$ cat src/rtl/regfile_arbiter.sv
// Register-file port arbiter: shares A1/A3 between the pipeline (ID read, WB write)
// and a four-phase debug port, masks x0 writes and bounds debug write starvation.
module regfile_arbiter #(
    parameter int MAX_WAIT = 4
) (
    input  logic        clk,
    input  logic        rst,
    input  logic        wb_we,
    input  logic [4:0]  wb_addr,
    input  logic [31:0] wb_data,
    input  logic [4:0]  id_a1,
    input  logic [31:0] rf_rd1,
    output logic [4:0]  rf_a1,
    output logic [4:0]  rf_a3,
    output logic [31:0] rf_wd3,
    output logic        rf_we3,
    output logic        pipe_stall,
    input  logic        dbg_req,
    input  logic        dbg_we,
    input  logic [4:0]  dbg_addr,
    input  logic [31:0] dbg_wdata,
    output logic        dbg_ack,
    output logic [31:0] dbg_rdata,
    output logic        dbg_busy
);
    localparam int CW = $clog2(MAX_WAIT + 1);
    localparam logic [CW-1:0] CNT_MAX = CW'(MAX_WAIT);

    typedef enum logic [1:0] {
        ST_IDLE = 2'd0,
        ST_WAIT = 2'd1,
        ST_ACK  = 2'd2
    } state_t;

    state_t         state_r;
    state_t         state_s;
    logic [CW-1:0]  cnt_r;
    logic [CW-1:0]  cnt_s;
    logic           op_we_r;
    logic [4:0]     op_addr_r;
    logic [31:0]    op_wdata_r;
    logic           ack_r;
    logic           ack_s;
    logic [31:0]    rdata_r;
    logic [31:0]    rdata_s;
    logic           cap_s;
    logic           wb_busy_s;

    assign wb_busy_s = wb_we && (wb_addr != 5'd0);

    // Handshake state, starvation counter, captured debug op and registered debug outputs
    always_ff @(posedge clk or negedge rst) begin
        if (!rst) begin
            state_r    <= ST_IDLE;
            cnt_r      <= {CW{1'b0}};
            op_we_r    <= 1'b0;
            op_addr_r  <= 5'd0;
            op_wdata_r <= 32'd0;
            ack_r      <= 1'b0;
            rdata_r    <= 32'd0;
        end else begin
            state_r <= state_s;
            cnt_r   <= cnt_s;
            ack_r   <= ack_s;
            rdata_r <= rdata_s;
            if (cap_s) begin
                op_we_r    <= dbg_we;
                op_addr_r  <= dbg_addr;
                op_wdata_r <= dbg_wdata;
            end
        end
    end

    // Next-state logic and register-file port steering
    always_comb begin
        state_s    = state_r;
        cnt_s      = cnt_r;
        ack_s      = ack_r;
        rdata_s    = rdata_r;
        cap_s      = 1'b0;
        rf_a1      = id_a1;
        rf_a3      = wb_addr;
        rf_wd3     = wb_data;
        rf_we3     = wb_busy_s;
        pipe_stall = 1'b0;
        case (state_r)
            ST_IDLE: begin
                if (dbg_req) begin
                    cap_s   = 1'b1;
                    cnt_s   = {CW{1'b0}};
                    state_s = ST_WAIT;
                end else begin
                    state_s = ST_IDLE;
                end
            end
            ST_WAIT: begin
                if (!op_we_r) begin
                    // Reads borrow A1 for one stalled cycle; WB keeps its write port
                    pipe_stall = 1'b1;
                    rf_a1      = op_addr_r;
                    rdata_s    = (op_addr_r == 5'd0) ? 32'd0 : rf_rd1;
                    ack_s      = 1'b1;
                    state_s    = ST_ACK;
                end else if (op_addr_r == 5'd0) begin
                    ack_s   = 1'b1;
                    state_s = ST_ACK;
                end else if (!wb_busy_s || (cnt_r == CNT_MAX)) begin
                    // A busy WB here means the starvation bound is hit: block WB for one cycle
                    pipe_stall = wb_busy_s;
                    rf_a3      = op_addr_r;
                    rf_wd3     = op_wdata_r;
                    rf_we3     = 1'b1;
                    ack_s      = 1'b1;
                    state_s    = ST_ACK;
                end else begin
                    cnt_s = cnt_r + {{(CW-1){1'b0}}, 1'b1};
                end
            end
            ST_ACK: begin
                if (!dbg_req) begin
                    ack_s   = 1'b0;
                    state_s = ST_IDLE;
                end else begin
                    state_s = ST_ACK;
                end
            end
            default: begin
                ack_s   = 1'b0;
                state_s = ST_IDLE;
            end
        endcase
    end

    assign dbg_ack   = ack_r;
    assign dbg_rdata = rdata_r;
    assign dbg_busy  = (state_r != ST_IDLE);

endmodule
$ cat config.mk
export PLATFORM = sky130hd
export DESIGN_NAME = regfile_arbiter
export DESIGN_NICKNAME = d
export VERILOG_FILES = /design/src/rtl/regfile_arbiter.sv
export SDC_FILE = /design/constraint.sdc
export NUM_CORES = 1
export LEC_CHECK = 0
export CAP_MARGIN = 30
export CORE_MARGIN = 5
export CORE_UTILIZATION = 43
export DETAILED_ROUTE_END_ITERATION = 12
export PLACE_DENSITY = 0.85
export SLEW_MARGIN = 25
export SYNTH_ARGS = -nofsm -noshare
export SYNTH_HDL_FRONTEND = slang
export SYNTH_SLANG_ARGS = --single-unit
$ cat constraint.sdc
create_clock -name clk -period 6.4 [get_ports clk]
set_clock_uncertainty 0.2 [all_clocks]
set_input_delay 0.96 -clock clk [delete_from_list [all_inputs] [get_ports clk]]
set_output_delay 0.96 -clock clk [all_outputs]
set_load 0.05 [all_outputs]
==> flow_metrics.env, run 1 <==
export IMPL_arrival_ns=3.82
export IMPL_drt_total_wl_microns=10800
export IMPL_grt_overflow=0
export IMPL_root_buffer="clkbuf_8"
export IMPL_cts_buffer_depth=2
export IMPL_fp_row_count=33
export IMPL_ant_nets=0
export IMPL_synth_area_leaders="dfrtp_1, nand2_1, mux2_4"
export IMPL_slew_violations=0
export IMPL_first_global_vias=3538
export IMPL_grt_max_degree=77
export IMPL_period_share_pct=77.8
export IMPL_timing_rr_end="cnt_r[0]$_DFFE_PN0P_"
export IMPL_critical_path_max_fanout=37
export IMPL_synth_top_area_share_pct=51.4
export IMPL_multi_input_area_sq_mm=0.00168
export IMPL_via_per_inst=4.85
export IMPL_nFillCells=649
export IMPL_cts_sinks=76
export IMPL_route_detailed_drc=0
export IMPL_seq_area_sq_mm=0.00190
export IMPL_fmaxAchievable_mhz=201
export IMPL_maxCapViolations=0
export IMPL_io_pin_count=194
export IMPL_synth_distinct_cells=26
export IMPL_slew_headroom_pct=51.8
export IMPL_ys_seq_area_share_pct=51.4
export IMPL_syn_to_final_growth_pct=59.3
export IMPL_cts_max_level=3
export IMPL_crit_type="primary input to output port"
export IMPL_hold_class="flop to flop"
export IMPL_gp_congestion=0.796
export IMPL_num_vias=3397
export IMPL_n_antenna_cell=0
export IMPL_tns_ns=0
export IMPL_worst_pin_slew_ns=0.721
export IMPL_setup_violations=0
export IMPL_ys_ff_latch=76
export IMPL_mappedNetlistNets=520
export IMPL_grt_usage_pct=20.2
export IMPL_max_vdd_ir_drop_uv=167
export IMPL_r2r_start="state_r[1]$_DFFE_PN0P_"
export IMPL_min_from="dbg_rdata[27]$_DFFE_PN0P_"
export IMPL_post_cts_resized=0
export IMPL_min_period_ns=4.98
export IMPL_coreArea_sq_mm=0.00830
export IMPL_status="finished clean"
export IMPL_post_cts_setup_buffer_count=0
export IMPL_p_leak_nw=2.75
export IMPL_ys_warn_count=0
export IMPL_portBuffers=193
export IMPL_setup_ws_ns=1.42
export IMPL_syn_cell_area_sq_mm=0.00370
export IMPL_synth_top_area_cell="dfrtp_1"
export IMPL_dr_first_iter_drc_count=138
export IMPL_required_ns=5.24
export IMPL_startpoint_type="primary input"
export IMPL_die_h_microns=103
export IMPL_cts_tree="done"
export IMPL_insertion_delay_ns=0.34
export IMPL_dieArea_sq_mm=0.0106
export IMPL_die_x_microns=103
export IMPL_avgRoutedWirePerCell_microns=15.4
export IMPL_hold_depth=2
export IMPL_end_kind="output port"
export IMPL_start_util_pct=44.6
export IMPL_avgSynthCellArea_sq_um=9.21
export IMPL_drt_first_pass_iters=4
export IMPL_hold_viol=0
export IMPL_hold_path_endpoint="dbg_rdata[27]$_DFFE_PN0P_"
export IMPL_hold_buffers=0
export IMPL_grt_pass1_wl_microns=16700
export IMPL_clkTransAtPathRegs_ns=0.08
export IMPL_rsz0062_at_grt="false"
export IMPL_dp_slack_ns=1.41
export IMPL_p_per_area_mw_per_mm2=442
export IMPL_cts_buffers=9
export IMPL_rr_worst_depth=5
export IMPL_hpwl_microns=8360
export IMPL_nets=708
export IMPL_final_cell_mix="nand2_1, clkdlybuf4s50_1, dfrtp_1, o21ai_0, mux2_4"
export IMPL_synthCells=402
export IMPL_final_common_cell="nand2_1"
export IMPL_critPathLaunch="wb_addr[1]"
export IMPL_grt_antenna_before_repair=0
export IMPL_ff2ff_setup_slack_ns=4.15
export IMPL_drive_above_1_share_pct=11.4
-- per-stage QoR --
stage | hold slack [ns] | power, mW | std cells | utilization, % | area (sq um)
floorplan | 0.242 | 1.77 | 402 | - | 3700
global placement | 0.259 | 2.24 | 682 | 68.6 | 5700
detailed placement | 0.266 | 2.30 | 683 | 68.8 | 5710
CTS | 0.288 | 2.63 | 699 | 71.0 | 5890
global route | 0.306 | 2.77 | 700 | 71.1 | 5900
finish | 0.283 | 2.61 | 700 | 71.1 | 5900
-- critical path, cell delays in order --
cell and delay, ns:
clkdlybuf4s50_1 0.44, or4_4 0.56, o21ai_4 0.23, o2111ai_4 0.12, buf_4 0.36, mux2_2 0.31
clkdlybuf4s50_1 0.82
-- state kept, by name, summed over array words and instances (netlist names) --
register and flops:
op_we_r 1, state_r 2, dbg_rdata 32, cnt_r 3, op_addr_r 5, op_wdata_r 32, dbg_ack 1
-- report_power, final --
part           leakage, nW  internal (mW)  switching [mW]
Clock               0.0789          0.145           0.191
Sequential           0.947          0.703           0.142
Combinational         1.73          0.501           0.925
-- cell families after synthesis --
family                     after synthesis  share of synthesized area, %
and+or+nand+nor                        219                          23.5
DFF                                     76                          51.4
AOI/OAI and AO/OA                       40                          6.42
muxes                                   39                          14.8
buffers and inverters                   26                          3.24
adders and majority gates                2                         0.676
-- cells in the mapped netlist, drive strengths merged --
library cell	n
mux2	37
o21ai	36
inv	3
nor4	1
a21oi	2
nand2b	3
or2	2
mux2i	2
nor2	3
or3b	1
nor3	2
and2	3
o2111ai	1
nor2b	2
clkbuf	19
nand3	1
nand2	199
o211a	1
or4	2
ha	2
dfrtp	76
buf	4
-- worst max path at each step --
stage / end / slack [ns] / depth (start not counted)
after floorplan: rf_a3[1] / 2.72 / 5
after global placement: rf_wd3[21] / 1.50 / 7
after detailed placement: rf_wd3[21] / 1.41 / 7
after CTS: rf_wd3[21] / 1.41 / 7
after global routing: rf_wd3[21] / 1.35 / 7
final: rf_wd3[21] / 1.42 / 7
-- area by class of cell --
| type | count | area share (%) |
|---|---|---|
| clock buffer | 9 | 2.10 |
| multi-input combinational | 300 | 28.5 |
| sequential | 76 | 32.2 |
| tap | 105 | 2.23 |
| clock inverter | 7 | 0.954 |
| timing repair buffer | 200 | 33.7 |
| inverter | 3 | 0.191 |
-- routing by layer --
| layer | GRT usage, % | share of wire (%) | routed length [microns] | up-vias |
|---|---|---|---|---|
| li1 | - | - | - | 1662 |
| met1 | 24.7 | 39 | 4210 | 1579 |
| met2 | 34.8 | 50 | 5360 | 138 |
| met3 | 4.94 | 9.4 | 1010 | 18 |
| met4 | 7.27 | 1.9 | 205 | 0 |
| met5 | 0 | 0 | 0 | - |
Note: power is estimated with default switching activity, not from simulation.
==> run 2: changes to the inputs <==
- CORE_UTILIZATION: 43 -> 40
- PLACE_DENSITY: 0.85 -> 0.8
- clock period: 6.4 -> 5.1 ns (I/O delays scaled with it)
==> run 2 against run 1 <==
Effect of this change:
- die area increased by 6.8%
- non-clock buffer count increased by 1
- design area increased by 1.5%
- count of clock-buffer cells in the layout increased by 1
- total power increased by 31%
- final cell count increased by 1.0%
==> flow_metrics.env, run 2 (synthesis gave the netlist of run 1 again) <==
export IMPL_status="finished clean"
export IMPL_cts_buffer_depth=2
export IMPL_nets=709
export IMPL_swShare_pct=45.7
export IMPL_grt_usage_pct=19.1
export IMPL_fmaxAchievable_mhz=224
export IMPL_clkTransAtPathRegs_ns=0.08
export IMPL_die_x_microns=106
export IMPL_fp_row_count=35
export IMPL_n_antenna_cell=0
export IMPL_hold_buffers=0
export IMPL_dieArea_sq_mm=0.0113
export IMPL_slew_violations=0
export IMPL_setup_violations=0
export IMPL_timing_rr_end="cnt_r[1]$_DFFE_PN0P_"
export IMPL_cts_sinks=76
export IMPL_drive_above_1_share_pct=11.6
export IMPL_rr_worst_depth=4
export IMPL_first_global_vias=3548
export IMPL_tns_ns=0
export IMPL_slew_headroom_pct=40.7
export IMPL_drt_total_wl_microns=10800
export IMPL_maxCapViolations=0
export IMPL_start_util_pct=40.5
export IMPL_wl_met3_microns=871
export IMPL_hpwl_microns=8180
export IMPL_grt_max_degree=77
export IMPL_min_period_ns=4.46
export IMPL_insertion_delay_ns=0.34
export IMPL_holdWs_ns=0.243
export IMPL_place_inst=691
export IMPL_p_switching_mw=1.56
export IMPL_post_cts_resized=0
export IMPL_cts_buffers=9
export IMPL_hold_viol=0
export IMPL_via_per_inst=4.78
export IMPL_final_cell_mix="nand2_1, clkdlybuf4s50_1, dfrtp_1, o21ai_0, mux2_4"
export IMPL_route_detailed_drc=0
export IMPL_worst_pin_slew_ns=0.882
export IMPL_p_int_mw=1.85
export IMPL_root_buffer="clkbuf_8"
export IMPL_ff2ff_setup_slack_ns=2.88
export IMPL_final_area_sq_mm=0.00599
export IMPL_portBuffers=193
export IMPL_ant_nets=0
export IMPL_period_share_pct=87.4
export IMPL_grt_pass1_wl_microns=17400
export IMPL_die_h_microns=106
export IMPL_critical_path_max_fanout=21
export IMPL_finalPower_mw=3.41
export IMPL_dpl_cell_area_sq_mm=0.00574
export IMPL_p_seq_share_pct=31.2
export IMPL_crit_type="primary input to output port"
export IMPL_io_pin_count=194
export IMPL_r2r_start="state_r[1]$_DFFE_PN0P_"
export IMPL_num_vias=3378
export IMPL_gp_congestion=0.774
export IMPL_p_per_area_mw_per_mm2=570
export IMPL_max_vdd_ir_drop_uv=217
export IMPL_avgRoutedWirePerCell_microns=15.2
export IMPL_dr_wl_met2_microns=5400
export IMPL_instances_no_fill=707
export IMPL_post_cts_setup_buffer_count=0
export IMPL_end_kind="output port"
export IMPL_grt_overflow=0
export IMPL_grt_antenna_before_repair=0
export IMPL_dr_first_iter_drc_count=136
export IMPL_hold_class="primary input to asynchronous set/reset pin"
export IMPL_cts_max_level=3
export IMPL_syn_to_final_growth_pct=61.7
export IMPL_drt_first_pass_iters=4
export IMPL_rsz0062_at_grt="false"
export IMPL_final_common_cell="nand2_1"
export IMPL_clock_power_share_pct=16.5
export IMPL_startpoint_type="primary input"
export IMPL_required_ns=4.14
export IMPL_met1Wirelength_microns=4270
export IMPL_power_frac_comb_pct=52.2
export IMPL_p_leak_nw=2.80
export IMPL_arrival_ns=3.49
export IMPL_coreArea_sq_mm=0.00915
export IMPL_top_layer="met4"
export IMPL_cts_tree="done"
-- run 2: cell types whose count changed in the layout (fill, tap and decap cells not counted), sizes merged --
cell      delta
inv          -3
buf          +2
clkinv       +2
bufinv       +3
clkinvlp     -3
-- run 2: per-stage QoR --
step                      util, %  worst slack [ns]
after floorplan                 -              1.81
after global placement       62.4             0.681
after detailed placement     62.7             0.632
after CTS                    65.4             0.631
after global routing         65.4             0.552
final                        65.4             0.641
-- run 2: how the worst max path moves through the flow --
stage                     startpoint          to  slack [ns]  depth (start not counted)
after floorplan           wb_addr[1]    rf_a3[1]        1.81                          5
after global placement    wb_addr[1]  rf_wd3[20]        0.68                          7
after detailed placement  wb_addr[1]  rf_wd3[20]        0.63                          7
after CTS                 wb_addr[1]  rf_wd3[20]        0.63                          7
after global routing      wb_addr[1]  rf_wd3[20]        0.55                          7
final                     wb_addr[1]  rf_wd3[20]        0.64                          7
-- run 2: critical path: stages --
cell and delay (ns):
clkdlybuf4s50_1 0.42, or4_4 0.56, o21ai_4 0.22, o2111ai_4 0.13, buf_4 0.30, mux2_2 0.27, clkdlybuf4s50_1 0.82
-- run 2: final cells by class --
type | instances | area (sq um)
sequential | 76 | 1900
inverter | 3 | 11.3
timing repair buffer | 201 | 2000
fill | 739 | 3160
tap | 111 | 139
clock buffer | 10 | 138
clock inverter | 6 | 111
multi-input combinational | 300 | 1680
-- run 2: power groups by stage --
| stage | Combinational (mW) | Sequential, mW | Clock [mW] |
|---|---|---|---|
| after floorplan | 0.769 | 1.45 | 0 |
| after global placement | 1.75 | 1.06 | 0 |
| after detailed placement | 1.80 | 1.08 | 0 |
| after CTS | 1.80 | 1.07 | 0.577 |
| after global routing | 1.92 | 1.10 | 0.607 |
| final | 1.78 | 1.07 | 0.564 |
-- run 2: metal layers --
metal	global-route usage (%)	vias to the layer above
met3	7.04	19
met5	0	-
met4	6.01	0
met2	32.7	122
li1	-	1662
met1	22.1	1575
